## config.mk

```make
export PLATFORM = sky130hd
export DESIGN_NAME = pipe_stall_ctrl
export DESIGN_NICKNAME = d
export VERILOG_FILES = /design/src/rtl/pipe_stall_ctrl.sv
export SDC_FILE = /design/constraint.sdc
export NUM_CORES = 1
export LEC_CHECK = 0
export ABC_AREA = 0
export BUFFER_PORTS_ARGS = -buffer_cell sky130_fd_sc_hd__buf_4
export CORE_ASPECT_RATIO = 0.6
export CORE_MARGIN = 8
export CORE_UTILIZATION = 51
export DETAILED_ROUTE_END_ITERATION = 10
export PLACE_DENSITY = 0.83
export SLEW_MARGIN = 20
export SYNTH_ARGS = -nofsm -noshare
export SYNTH_HDL_FRONTEND = slang
export SYNTH_SLANG_ARGS = --single-unit
```

## constraint.sdc

```tcl
create_clock -name clk -period 4.5 [get_ports clk]
set_clock_uncertainty 0.1 [all_clocks]
set_input_delay 0.45 -clock clk [delete_from_list [all_inputs] [get_ports clk]]
set_output_delay 0.45 -clock clk [all_outputs]
set_load 0.02 [all_outputs]
```

## src/rtl/pipe_stall_ctrl.sv

```systemverilog
// pipe_stall_ctrl: hazard/stall controller for a 5-stage in-order pipeline
// whose conditional branches compare their operands in ID.
//
// Ports
//   clk, rst_n                        clock, synchronous active-low reset
//   if_id_rs1/rs2, if_id_use_rs1/rs2  decode-stage source registers and use flags
//   if_id_branch, branch_taken        decode-stage branch and its ID resolution
//   id_ex_rd/reg_write/mem_read       EX-stage destination info
//   ex_mem_rd/reg_write/mem_read      MEM-stage destination info
//   mem_wb_rd/reg_write               WB-stage destination info
//   mem_busy                          data memory not ready, freezes the front end
//   pc_write, if_id_write             PC and IF/ID register enables
//   if_id_flush                       load a NOP into IF/ID on the next edge
//   id_ex_bubble                      squash control bits entering ID/EX
//   rs1_sel, rs2_sel                  branch comparator operand source
//                                     (00 regfile, 01 EX/MEM ALU, 10 MEM/WB)
//   stall_cycles                      saturating count of cycles with pc_write=0
module pipe_stall_ctrl (
    input  logic        clk,
    input  logic        rst_n,
    input  logic [4:0]  if_id_rs1,
    input  logic [4:0]  if_id_rs2,
    input  logic        if_id_use_rs1,
    input  logic        if_id_use_rs2,
    input  logic        if_id_branch,
    input  logic        branch_taken,
    input  logic [4:0]  id_ex_rd,
    input  logic        id_ex_reg_write,
    input  logic        id_ex_mem_read,
    input  logic [4:0]  ex_mem_rd,
    input  logic        ex_mem_reg_write,
    input  logic        ex_mem_mem_read,
    input  logic [4:0]  mem_wb_rd,
    input  logic        mem_wb_reg_write,
    input  logic        mem_busy,
    output logic        pc_write,
    output logic        if_id_write,
    output logic        if_id_flush,
    output logic        id_ex_bubble,
    output logic [1:0]  rs1_sel,
    output logic [1:0]  rs2_sel,
    output logic [15:0] stall_cycles
);

    typedef enum logic [0:0] {StRun, StHold} state_e;

    state_e      state_q, state_d;
    logic [15:0] stall_cycles_q;

    // x0 is hard-wired zero, so it never creates a dependency.
    function automatic logic match(input logic use_x, input logic [4:0] rs,
                                   input logic [4:0] rd);
        return use_x && (rd != 5'd0) && (rs == rd);
    endfunction

    function automatic logic [1:0] fwd_sel(input logic use_x, input logic [4:0] rs,
                                           input logic ex_mem_alu_wr,
                                           input logic [4:0] ex_mem_dst,
                                           input logic mem_wb_wr,
                                           input logic [4:0] mem_wb_dst);
        if (ex_mem_alu_wr && match(use_x, rs, ex_mem_dst)) begin
            return 2'b01;
        end else if (mem_wb_wr && match(use_x, rs, mem_wb_dst)) begin
            return 2'b10;
        end
        return 2'b00;
    endfunction

    logic match_ex_rd;
    logic match_mem_rd;
    logic h_lu;
    logic h_ba;
    logic h_bl;
    logic hazard;
    logic ex_mem_alu_wr;

    always_comb begin
        match_ex_rd   = match(if_id_use_rs1, if_id_rs1, id_ex_rd) ||
                        match(if_id_use_rs2, if_id_rs2, id_ex_rd);
        match_mem_rd  = match(if_id_use_rs1, if_id_rs1, ex_mem_rd) ||
                        match(if_id_use_rs2, if_id_rs2, ex_mem_rd);
        h_lu          = id_ex_mem_read && match_ex_rd;
        // ALU result is not ready until end of EX, but the branch needs it in ID.
        h_ba          = if_id_branch && id_ex_reg_write && !id_ex_mem_read && match_ex_rd;
        // Load data is only available from MEM/WB, one cycle too late for ID.
        h_bl          = if_id_branch && ex_mem_mem_read && match_mem_rd;
        hazard        = h_lu || h_ba || h_bl;
        ex_mem_alu_wr = ex_mem_reg_write && !ex_mem_mem_read;
    end

    always_comb begin
        state_d      = state_q;
        pc_write     = 1'b1;
        if_id_write  = 1'b1;
        if_id_flush  = 1'b0;
        id_ex_bubble = 1'b0;
        rs1_sel      = 2'b00;
        rs2_sel      = 2'b00;

        if (!rst_n) begin
            state_d      = StRun;
            pc_write     = 1'b0;
            if_id_write  = 1'b0;
            id_ex_bubble = 1'b1;
        end else if (mem_busy) begin
            // Whole front end frozen; ID/EX is held too, so no bubble is inserted.
            pc_write    = 1'b0;
            if_id_write = 1'b0;
        end else begin
            unique case (state_q)
                StHold: begin
                    pc_write     = 1'b0;
                    if_id_write  = 1'b0;
                    id_ex_bubble = 1'b1;
                    state_d      = StRun;
                end
                StRun: begin
                    if (hazard) begin
                        pc_write     = 1'b0;
                        if_id_write  = 1'b0;
                        id_ex_bubble = 1'b1;
                        // Load feeding a branch: one cycle for EX->MEM, one more for MEM->WB.
                        if (if_id_branch && h_lu) begin
                            state_d = StHold;
                        end
                    end else begin
                        rs1_sel     = fwd_sel(if_id_use_rs1, if_id_rs1, ex_mem_alu_wr,
                                              ex_mem_rd, mem_wb_reg_write, mem_wb_rd);
                        rs2_sel     = fwd_sel(if_id_use_rs2, if_id_rs2, ex_mem_alu_wr,
                                              ex_mem_rd, mem_wb_reg_write, mem_wb_rd);
                        if_id_flush = if_id_branch && branch_taken;
                    end
                end
            endcase
        end
    end

    always_ff @(posedge clk) begin
        if (!rst_n) begin
            state_q        <= StRun;
            stall_cycles_q <= 16'd0;
        end else begin
            state_q <= state_d;
            if (!pc_write && (stall_cycles_q != 16'hFFFF)) begin
                stall_cycles_q <= stall_cycles_q + 16'd1;
            end
        end
    end

    assign stall_cycles = stall_cycles_q;

endmodule

```

**Word level (Yosys, flattened, before mapping)**

Index checks and enable logic that the tools add are counted.
W data, S select, Z words.

- Bits in registers: 17

- Reduce and logical (&&, ||, !) cells: 36
- Muxes and demuxes: 41
- $add $sub $neg: 1
- Equality and inequality tests: 7
- Bitwise gates (word level): 1

Operators with widths:

| operator | count |
|---|---|
| $eq A5 B5 Y1 | 6 |
| $mux W2 | 14 |
| $logic_and A1 B1 Y1 | 26 |
| $mux W1 | 24 |
| $add A16 B1 Y16 const B | 1 |
| $ne A16 B16 Y1 const B | 1 |
| $reduce_bool A5 Y1 | 3 |
| $pmux W1 S2 | 3 |
| $logic_or A1 B1 Y1 | 4 |
| $logic_not A1 Y1 | 3 |
| $not A1 Y1 | 1 |

**Depth between registers and ports, before layout**

Gate-level depths: netlist of the first run.

- Depth in word-level cells: 16
- Gate-level depth with buffers: 9
- Mapped depth without buffers: 7

**Least setup slack after synthesis of the first run**

No wires, ideal clock.

- Kind: input to output
- Start point: in ex_mem_rd[1]
- End point: out rs1_sel[1]
- Path slack: 1.751 ns
- Arrival time: 2.199 ns
- Required time: 3.950 ns
- Stages on the path: 8
- Cells stage by stage: or4_1 > nor2_2 > nor4_2 > o211ai_2 > o2111a_2 > buf_6 > o211ai_2 > nor3_2

- Word-level cells in the longest chain between the ends: 14
- Elaborated cells between the ends (all ways): 22
- Classes of those cells: eq/ne (2); mux (11); reduce/logical (9)

RTL lines:

| item | line | text |
|---|---|---|
| from (decl) | 30 | `input logic [4:0] ex_mem_rd,` |
| $reduce_bool A5 Y1 | 53 | `return use_x && (rd != 5'd0) && (rs == rd);` |
| $logic_and A1 B1 Y1 (2 in series) | 53 |  |
| $logic_and A1 B1 Y1 | 61 | `if (ex_mem_alu_wr && match(use_x, rs, ex_mem_dst)) begin` |
| $mux W1 | 61 |  |
| $mux W1 | 118 | `if (hazard) begin` |
| $mux W1 | 110 | `unique case (state_q)` |
| $mux W1 | 105 | `end else if (mem_busy) begin` |
| $mux W1 | 100 | `if (!rst_n) begin` |
| $mux W2 | 66 | `return 2'b00;` |
| $mux W2 (*) | 118 |  |
| $mux W2 (*) | 110 |  |
| $mux W2 (*) | 105 |  |
| $mux W2 (*) | 100 |  |
| to (decl) | 40 | `output logic [1:0] rs1_sel,` |

Mark *: on every way between the ends. The rest lies on a longest branch, timed or not. The select of a mux whose other input is x is not followed.

**Worst setup path after layout of the first run**

- Start point: in ex_mem_rd[1]
- End point: out rs2_sel[1]

- Word-level cells in the longest chain between the ends: 14
- Elaborated cells between the ends (all ways): 22
- Classes of those cells: eq/ne (2); mux (11); reduce/logical (9)

RTL lines:

| item | line | text |
|---|---|---|
| $reduce_bool A5 Y1 | 53 |  |
| $logic_and A1 B1 Y1 (2 in series) | 53 |  |
| $logic_and A1 B1 Y1 | 61 |  |
| $mux W1 | 61 |  |
| $mux W1 | 118 |  |
| $mux W1 | 110 |  |
| $mux W1 | 105 |  |
| $mux W1 | 100 |  |
| $mux W2 | 66 |  |
| $mux W2 (*) | 118 |  |
| $mux W2 (*) | 110 |  |
| $mux W2 (*) | 105 |  |
| $mux W2 (*) | 100 |  |
| to (decl) | 41 | `output logic [1:0] rs2_sel,` |

Marked as above.

==> results of run 1 <==
## path summary, 6_finish.rpt
path / startpoint / to / slack (ps) / cells after the start
worst max register to register: stall_cycles[5]$_SDFFE_PN0P_ / stall_cycles[11]$_SDFFE_PN0P_ / 2340 / 7
worst min register to register: stall_cycles[5]$_SDFFE_PN0P_ / stall_cycles[5]$_SDFFE_PN0P_ / 400 / 2
worst max-delay path: ex_mem_rd[1] / rs2_sel[1] / 1240 / 9
worst min-delay path: stall_cycles[5]$_SDFFE_PN0P_ / stall_cycles[5]$_SDFFE_PN0P_ / 400 / 2
## report_power, final
group / leakage (nW) / internal, W / total [W] / switching, W
registers: 0.137 / 0.000153 / 0.000157 / 0.00000384
clock network: 0.0228 / 0.0000628 / 0.000114 / 0.0000514
logic: 0.556 / 0.0000489 / 0.0000991 / 0.0000502
## registers in the layout, summed over array words and instances, names as in the netlist
signal	cells
stall_cycles	16
state_q	1
## routing by layer
| metal | track usage, % | vias to the layer above |
|---|---|---|
| met5 | 0 | - |
| met4 | 3.13 | 0 |
| met3 | 4.97 | 2 |
| met2 | 25.8 | 52 |
| met1 | 24.5 | 690 |
| li1 | - | 744 |
## placed cells by master, fill, tap and decap left out, drive strengths merged
| cell | n |
|---|---|
| nand4 | 9 |
| o21ai | 14 |
| nand2 | 11 |
| nand3b | 1 |
| nor3 | 4 |
| nand3 | 9 |
| xnor2 | 18 |
| or4 | 7 |
| nor4 | 6 |
| o22ai | 1 |
| xor2 | 12 |
| clkbuf | 4 |
| mux2i | 3 |
| nor2 | 5 |
| o2bb2a | 1 |
| inv | 3 |
| dfxtp | 17 |
| and4 | 1 |
| or3 | 11 |
| buf | 60 |
| a21oi | 13 |
| and3 | 2 |
| o211ai | 3 |
| o31ai | 2 |
| ha | 1 |
| o2111a | 1 |
| nand2b | 4 |
| and3b | 2 |
| and2 | 3 |
## per-stage QoR
| step | worst slack (ps) | std cells |
|---|---|---|
| 2_1_floorplan | 1750 | 171 |
| 3_3_place_gp | 1320 | 258 |
| 3_5_place_dp | 1270 | 258 |
| 4_1_cts | 1260 | 262 |
| 5_1_grt | 1120 | 262 |
| 6_report | 1240 | 262 |
## area by class of cell
class                   count  area share (%)
clock buffers               4            2.37
repair buffers             60            23.7
inverters                   3           0.592
multi-input cells         144            53.2
well taps                  34            2.24
flip-flops and latches     17            17.9
## logic make-up (layout without fill, tap and decap cells)
family	Yosys count	after routing	share of synthesized area, %
mux	3	3	2.10
flops	17	17	23.8
compound gates	35	35	16.4
xor+xnor	30	30	18.4
buf+inv	10	67	5.34
fa+ha+maj	1	1	0.876
simple gates	75	75	33.1
## worst reg2reg max path, delay by kind of cell (launching register included)
| kind | cells | cell delay [ps] |
|---|---|---|
| AOI/OAI and AO/OA | 1 | 140 |
| DFF | 1 | 330 |
| and+or+nand+nor | 6 | 1520 |
==> impl_results.md, run 1 <==
- Synth cell count leaders: 18 x xnor2_1, 17 x dfxtp_1, 12 x xor2_1
- Post-Route Setup TNS: 0 ps
- Slowest CP cell: o2111a_2
- Share of layout cells above drive strength 1: 38.6%
- PostCTS Resize Cnt: 0
- Total power draw: 0.000370 W
- Buffers on Ports: 60
- Most common cell in the netlist: xnor2_1
- Initial Util: 51.8%
- Async S/R FF share, synth: 0%
- Critical path class: in -> out
- H-tree Lvls: 1
- Syn Inst Count: 171
- Crit path capture type: primary output
- Peak supply drop: 0.108 mV
- Nets: 267
- Ys Warns: 0
- Layout overhead on the synthesized area: 33.1%
- Root buffer cell: clkbuf_8
- Tot GR Track Use: 17.4%
- Layout Cell Area excl Fill: 1900 µm²
- Final hold slack: 398 ps
- Multi-input logic area: 1010 µm²
- Clock buffer depth: 2
- Sequential-to-total area share from yosys stat: 23.8%
- Top delay family on crit path: compound AO/OA/AOI/OAI gates
- Drt wl/cell: 16.6 µm
- Drt initial violations: 113
- WP buf/inv: 2
- Largest net degree at the start of global routing: 36
- Synth area leaders: dfxtp_1 24%, xnor2_1 11%, xor2_1 7.4%
- Post-layout min period: 3260 ps
- CP arrival: 2710 ps
- F_max: 0.307 GHz
- Final setup viols: 0
- Crit-path cells: buf_4, or4_1, nor2_2, nor4_2, o211ai_2, o2111a_2, o211ai_2, nor3_2, buf_4
- Clock Sink Count: 17
- Slew headroom: 62.6%
- Die ar.: 4810 µm²
- CP max stage delay: 600 ps
- CTS Buf Count: 3
- Die width: 84.3 µm
- Routed wire length on met2: 1990 µm
- Drt first pass iters: 4
- First-pass GRT wire length: 6910 µm
- Detailed Place HPWL: 3540 µm
- Core Util, Final: 68.9%
- Critical path startpoint category: primary input
- CTS tree: done
- Vias in the first global route: 1331
- Worst-Margin Slew: 561 ps
- PwrDens: 195 nW/µm²
- Worst Hold Class: reg -> reg
- Postcts setup bufs: 0
- Initial antenna violation count: 0
- Met1 WL: 2030 µm
- Yosys cell types: 43
- Final hold violations: 0
- Fill count: 251
- GRT overflow: 0
- Flip-flop and latch area: 340 µm²
- Placed Area: 1860 µm²
- Top-area cell type share of the netlist area: 23.8%
- N_diodes: 0
- Met3 WL: 314 µm
- Die height: 57 µm
- Final Max Tran Viols: 0
- Num rows: 15
- Highest routed metal layer: met4
- Status: finished clean
- CTS hold repair buffers: 0
- Clk_lat worst skew: 250 ps
- Synth area leader: dfxtp_1
- Number of synthesized flops with an enable pin: 0
- Post-Syn Area: 1430 µm²
- Placer Congestion: 0.906
- Via density: 5.68
- Syn Nets: 209
- Core area: 2760 µm²
- Synth Register Bits: 17
- Residual DRC: 0
- Top_reg_cell synth: dfxtp_1
- Period utilization: 72.5%
- Leakage: 0.717 nW
- RSZ-0062 raised after global routing: no
- Syn_area_per_cell: 8.36 µm²
- Worst EP required: 3950 ps
- CP Max Fanout: 35
- WL final: 4340 µm
- Max-Cap Viols: 0
- ANT nets after route: 0
- IO Count: 61
- Vias: 1488
- Worst-path clk slew: 60 ps
Note: power is estimated with default switching activity, not from simulation.
==> run 2, diff against run 1 <==
--- a/config.mk
+++ b/config.mk
@@ -5,13 +5,13 @@
 export SDC_FILE = /design/constraint.sdc
 export NUM_CORES = 1
 export LEC_CHECK = 0
-export ABC_AREA = 0
+export ABC_AREA = 1
 export BUFFER_PORTS_ARGS = -buffer_cell sky130_fd_sc_hd__buf_4
 export CORE_ASPECT_RATIO = 0.6
 export CORE_MARGIN = 8
-export CORE_UTILIZATION = 51
+export CORE_UTILIZATION = 50
 export DETAILED_ROUTE_END_ITERATION = 10
-export PLACE_DENSITY = 0.83
+export PLACE_DENSITY = 0.79
 export SLEW_MARGIN = 20
 export SYNTH_ARGS = -nofsm -noshare
 export SYNTH_HDL_FRONTEND = slang
==> constraint.sdc (replaced) <==
create_clock -name clk -period 3.14 [get_ports clk]
set_clock_uncertainty 0.1 [all_clocks]
set_input_delay 0.314 -clock clk [delete_from_list [all_inputs] [get_ports clk]]
set_output_delay 0.314 -clock clk [all_outputs]
set_load 0.02 [all_outputs]
==> run 2 against run 1 <==
  * Sequential power grew 42%
  * Sequential cell count is the same
  * Worst setup slack worse by 280 ps
  * Design area rose by 14%
  * Core utilization is 1.4 points lower
  * Register-to-register slack lost 1300 ps
  * Synthesized area is 15% higher
  * Critical path depth rose by 3
  * Non-clock buffer count rose by 2
  * Largest cell class unchanged
==> impl_results.md, run 2 <==
- N_diodes: 0
- Worst Hold Class: in -> reg
- Buffers on Ports: 60
- Commonest non-fill, non-tap cell in the layout: nand2_1
- Synth area leaders: dfxtp_1 21%, nand2_1 20%, nand3_1 8.5%
- Top-area cell type share of the netlist area: 20.7%
- GRT overflow: 0
- Clk_lat worst skew: 260 ps
- Worst EP required: 2730 ps
- Post-synthesis mux area share: 0%
- Drt wl/cell: 14.1 µm
- Die height: 60.5 µm
- Num rows: 16
- Met2 GRT Util: 27.6%
- Most frequent cells in the layout: 89 x nand2_1, 62 x buf_4, 30 x nor2_1, 28 x inv_1, 28 x nand3_1
- CTS tree: done
- Final hold slack: 262 ps
- Postcts setup bufs: 0
- Number of synthesized flops with an enable pin: 0
- Placed Area: 2120 µm²
- Largest family of logic cells by synthesized area: simple AND/OR/NAND/NOR gates
- WL final: 5420 µm
- Post-Syn Area: 1650 µm²
- Worst setup startpoint: if_id_rs2[0]
- GRT busiest layer: met1
- Post-synthesis compound-gate area fraction: 13.8%
- Placer Congestion: 0.932
- XOR/XNOR Fraction of Synth Area: 7.45%
- Top_reg_cell synth: dfxtp_1
- Ys Warns: 0
- Synth cell count leaders: 89 x nand2_1, 30 x nor2_1, 28 x inv_1, 28 x nand3_1, 18 x a21oi_1
- Max-Cap Viols: 0
- F_max: 0.459 GHz
- Reg2reg end: stall_cycles[5]$_SDFFE_PN0P_
- Clock buffer depth: 2
- Initial Util: 51.4%
- Status: finished clean
- CTS Buf Count: 3
- Final Max Tran Viols: 0
- CP Max Fanout: 22
- Critical path startpoint category: primary input
- IO Count: 61
- Post-layout min period: 2180 ps
- Die ar.: 5450 µm²
- Initial antenna violation count: 0
- Largest net degree at the start of global routing: 23
- Async S/R FF share, synth: 0%
- Worst Setup EP: rs1_sel[1]
- Residual DRC: 0
- Clock Sink Count: 17
- Total power draw: 0.000555 W
- PwrDens: 257 nW/µm²
- Worst-Margin Slew: 363 ps
- First-pass GRT wire length: 8690 µm
- Core area: 3200 µm²
- PostCTS Resize Cnt: 0
- Final worst slack: 962 ps
- Synth Area in Adders: 0.760%
- M3 GR Usage: 4.44%
- Hold Crit Depth: 3
- Leakage: 1.06 nW
- Period utilization: 69.4%
- Sequential-to-total area share from yosys stat: 20.7%
- Detailed Place HPWL: 4480 µm
- Met1 usage: 29.5%
- Vias in the first global route: 1737
- Syn Nets: 318
- Yosys cell types: 34
- Crit path capture type: primary output
- Drt initial violations: 147
- Vias: 1973
- Nets: 379
- CP arrival: 1760 ps
- Simple-gate share of the synthesized area: 45.8%
- Reg-to-Reg Start: stall_cycles[0]$_SDFFE_PN0P_
- H-tree Lvls: 1
- Drt first pass iters: 4
- RSZ-0062 raised after global routing: no
- ANT nets after route: 0
- Slew headroom: 75.7%
- Final hold violations: 0
- R2R setup slack: 1050 ps
- Post-Route Setup TNS: 0 ps
- Layout Cell Area excl Fill: 2160 µm²
- Worst reg-to-reg path cell count: 7
- Max reg flops: 16
- Via density: 5.12
- Synth Register Bits: 17
- Syn Inst Count: 280
- CTS hold repair buffers: 0
- Critical path class: in -> out
- Root buffer cell: clkbuf_8
- Final setup viols: 0
- Synth area leader: dfxtp_1
- Layout overhead on the synthesized area: 31.4%
- Setup slack at placement: 995 ps
- Worst hold path startpoint: mem_busy
- Share of layout cells above drive strength 1: 25.0%
- Most common cell in the netlist: nand2_1
- Worst-path clk slew: 70 ps
- Peak supply drop: 0.151 mV
- Tot GR Track Use: 19.6%
- Syn_area_per_cell: 5.88 µm²
- Die width: 90.1 µm
run 2: cells by family after synthesis:
logic type | count (synthesis)
AO/OA/AOI/OAI | 39
XOR/XNOR | 14
adder cells (fa/ha/maj) | 1
buffers and inverters | 43
flip-flops | 17
AND/OR/NAND/NOR | 166
run 2: critical path, cell delays in order:
cell and delay, ps:
buf_4 110, inv_1 170, nand2_1 80, nand3_1 90, nor2_1 70, nand2_1 70, nand2_1 60, nand2_2 90
nand4_4 110, buf_4 240, nor4_1 180, buf_4 190
run 2: worst min path at each step:
stage	end	slack, ps
floorplan	state_q$_SDFFE_PN0N_	390
global placement	stall_cycles[15]$_SDFFE_PN0P_	370
detailed placement	stall_cycles[15]$_SDFFE_PN0P_	380
CTS	state_q$_SDFFE_PN0N_	260
global route	state_q$_SDFFE_PN0N_	270
finish	state_q$_SDFFE_PN0N_	260
run 2: metrics by stage:
step	util, %	cells
after floorplan	-	280
after global placement	66.1	381
after detailed placement	66.1	381
after CTS	67.5	385
after global routing	67.5	385
final	67.5	385
run 2: where the power goes:
part	internal, W	total (W)	switching, W	leakage (nW)
Combinational	0.0000697	0.000163	0.0000933	0.897
Clock	0.0000903	0.000169	0.0000786	0.0228
Sequential	0.000219	0.000223	0.00000422	0.137
Total	0.000379	0.000555	0.000176	1.06
run 2: final cells by class:
cell class              count  area (µm²)
fillers                   313        1040
multi-input cells         220        1120
inverters                  37         139
clock buffers               4        45.0
repair buffers             62         465
well taps                  45        56.3
flip-flops and latches     17         340
run 2: metal layers:
metal	share of wire (%)	wire length (µm)	up-vias
li1	-	-	1026
met1	49	2680	866
met2	39	2130	78
met3	11	591	3
met4	0.30	16	0
met5	0	0	-
==> run 3, diff against run 2 <==
--- a/config.mk
+++ b/config.mk
@@ -9,9 +9,9 @@
 export BUFFER_PORTS_ARGS = -buffer_cell sky130_fd_sc_hd__buf_4
 export CORE_ASPECT_RATIO = 0.6
 export CORE_MARGIN = 8
-export CORE_UTILIZATION = 50
+export CORE_UTILIZATION = 45
 export DETAILED_ROUTE_END_ITERATION = 10
-export PLACE_DENSITY = 0.79
+export PLACE_DENSITY = 0.75
 export SLEW_MARGIN = 20
 export SYNTH_ARGS = -nofsm -noshare
 export SYNTH_HDL_FRONTEND = slang
==> constraint.sdc (replaced) <==
create_clock -name clk -period 1.9 [get_ports clk]
set_clock_uncertainty 0.1 [all_clocks]
set_input_delay 0.19 -clock clk [delete_from_list [all_inputs] [get_ports clk]]
set_output_delay 0.19 -clock clk [all_outputs]
set_load 0.02 [all_outputs]
==> run 3 against run 2 <==
  * Core utilization is 4.4 points lower
  * Worst setup slack worse by 840 ps
  * Via count is 5.5% higher
  * Worst hold slack worse by 130 ps
  * Critical path depth is 6 lower
  * Largest cell class unchanged
  * Sequential cell count stayed put
  * Clock-buffer cell count stayed put
  * Global-route usage is 0.22 points lower
  * Non-clock buffer count is 12 higher
  * Design area is 4.9% higher
==> impl_results.md, run 3 (synthesis results as in run 2) <==
- Worst setup startpoint: stall_cycles[8]$_SDFFE_PN0P_
- CTS Buf Count: 3
- Core area: 3590 µm²
- Final Max Tran Viols: 0
- Initial Util: 45.8%
- Final hold violations: 0
- Critical path's most frequent cell: nand2_1
- Vias in the first global route: 1875
- Critical path startpoint category: register
- Post-Route Setup TNS: 0 ps
- Num rows: 17
- Critical path class: reg -> reg
- F_max: 0.563 GHz
- Nets: 391
- Drt wl/cell: 14.6 µm
- First-pass GRT wire length: 9360 µm
- GRT overflow: 0
- Root buffer cell: clkbuf_8
- Worst hold path startpoint: id_ex_mem_read
- Die height: 62.9 µm
- WP buf/inv: 0
- Worst-path clk slew: 70 ps
- Final setup viols: 0
- Period utilization: 93.5%
- Clock Sink Count: 17
- Via density: 5.22
- IO Count: 61
- ANT nets after route: 0
- Vias: 2081
- RSZ-0062 raised after global routing: no
- Worst-Margin Slew: 344 ps
- Crit path capture type: register
- Worst EP required: 1980 ps
- H-tree Lvls: 1
- Share of layout cells above drive strength 1: 28.4%
- Detailed Place HPWL: 4770 µm
- Drt first pass iters: 5
- Buffers on Ports: 60
- Worst Hold Class: in -> reg
- Max-Cap Viols: 0
- Largest net degree at the start of global routing: 18
- Reg-to-Reg Start: stall_cycles[8]$_SDFFE_PN0P_
- CP max stage delay: 390 ps
- WL final: 5820 µm
- Final Non-Filler Cells: 399
- Final worst slack: 124 ps
- Slew headroom: 77.0%
- Post-layout min period: 1780 ps
- N_diodes: 0
- Die width: 94.1 µm
- Top delay family on crit path: simple AND/OR/NAND/NOR gates
- Placer Congestion: 0.933
- PwrDens: 415 nW/µm²
- Fill count: 359
- Slowest CP cell: dfxtp_1
- Drt initial violations: 238
- Commonest non-fill, non-tap cell in the layout: nand2_1
- CP arrival: 1860 ps
- CP Max Fanout: 15
- Tot GR Track Use: 19.4%
- Peak supply drop: 0.247 mV
- Clock buffer depth: 2
- Layout overhead on the synthesized area: 37.8%
- Final hold slack: 130 ps
- Placed insts: 392
- Leakage: 1.12 nW
- Status: finished clean
- CTS tree: done
- Crit-path cells: nand2_1, nor3b_2, nand4_4, nand2_4, nand2_1, a21oi_1
- Most frequent cells in the layout: 89 x nand2_1, 74 x buf_4, 29 x nor2_1, 28 x inv_1, 28 x nand3_1
- Residual DRC: 0
- Max reg flops: 16
- Initial antenna violation count: 0
- Setup slack at placement: 25.4 ps
- Clk_lat worst skew: 260 ps
- Die ar.: 5910 µm²
==> run 3: cell types whose count changed in the layout (fill, tap and decap cells not counted), sizes merged <==
cell	change
buf	+12
==> run 3: area by class of cell <==
type	instances	area [µm²]	share of cell area, %
multi-input cells	220	1130	49.8
clock buffers	4	45.0	1.98
flip-flops and latches	17	340	15.0
inverters	37	139	6.12
repair buffers	74	556	24.5
well taps	47	58.8	2.59
==> run 3: final timing paths <==
path | cells past startpoint | to | slack [ps]
max | 6 | stall_cycles[1]$_SDFFE_PN0P_ | 120
min | 3 | state_q$_SDFFE_PN0N_ | 130
max reg2reg | 6 | stall_cycles[1]$_SDFFE_PN0P_ | 120
min reg2reg | 2 | stall_cycles[15]$_SDFFE_PN0P_ | 380
==> run 3: tightest hold or removal path: stages <==
cell	delay, ps
buf_4	110
nand4_1	80
o22ai_1	70
==> run 3: per-stage QoR <==
step	util (%)	power (W)	instance area, µm²
2_1_floorplan	-	0.000518	1650
3_5_place_dp	61.1	0.000653	2190
5_1_grt	63.1	0.000988	2270
4_1_cts	62.3	0.000932	2240
6_report	63.1	0.000942	2270
3_3_place_gp	61.1	0.000650	2190
==> run 3: per-layer routing <==
layer | vias up | wire (µm) | GRT usage [%] | share of wire (%)
met5 | - | 0 | 0 | 0
met4 | 0 | 24 | 2.55 | 0.41
met3 | 5 | 552 | 6.47 | 9.5
met2 | 81 | 2310 | 26.1 | 40
met1 | 947 | 2930 | 28.8 | 50
li1 | 1048 | - | - | -
==> run 3: timing repair <==
item | 4_1_cts | 5_1_grt
resized for setup | 0 | 2
setup endpoints to repair | 0 | 7
hold buffers | 0 | 0
setup buffers | 0 | 3
==> run 3: where the power goes <==
part	leakage (nW)	switching, W	total (W)	internal, W
Clock	0.0228	0.000135	0.000284	0.000149
Sequential	0.137	0.00000409	0.000366	0.000362
Combinational	0.957	0.000165	0.000292	0.000127
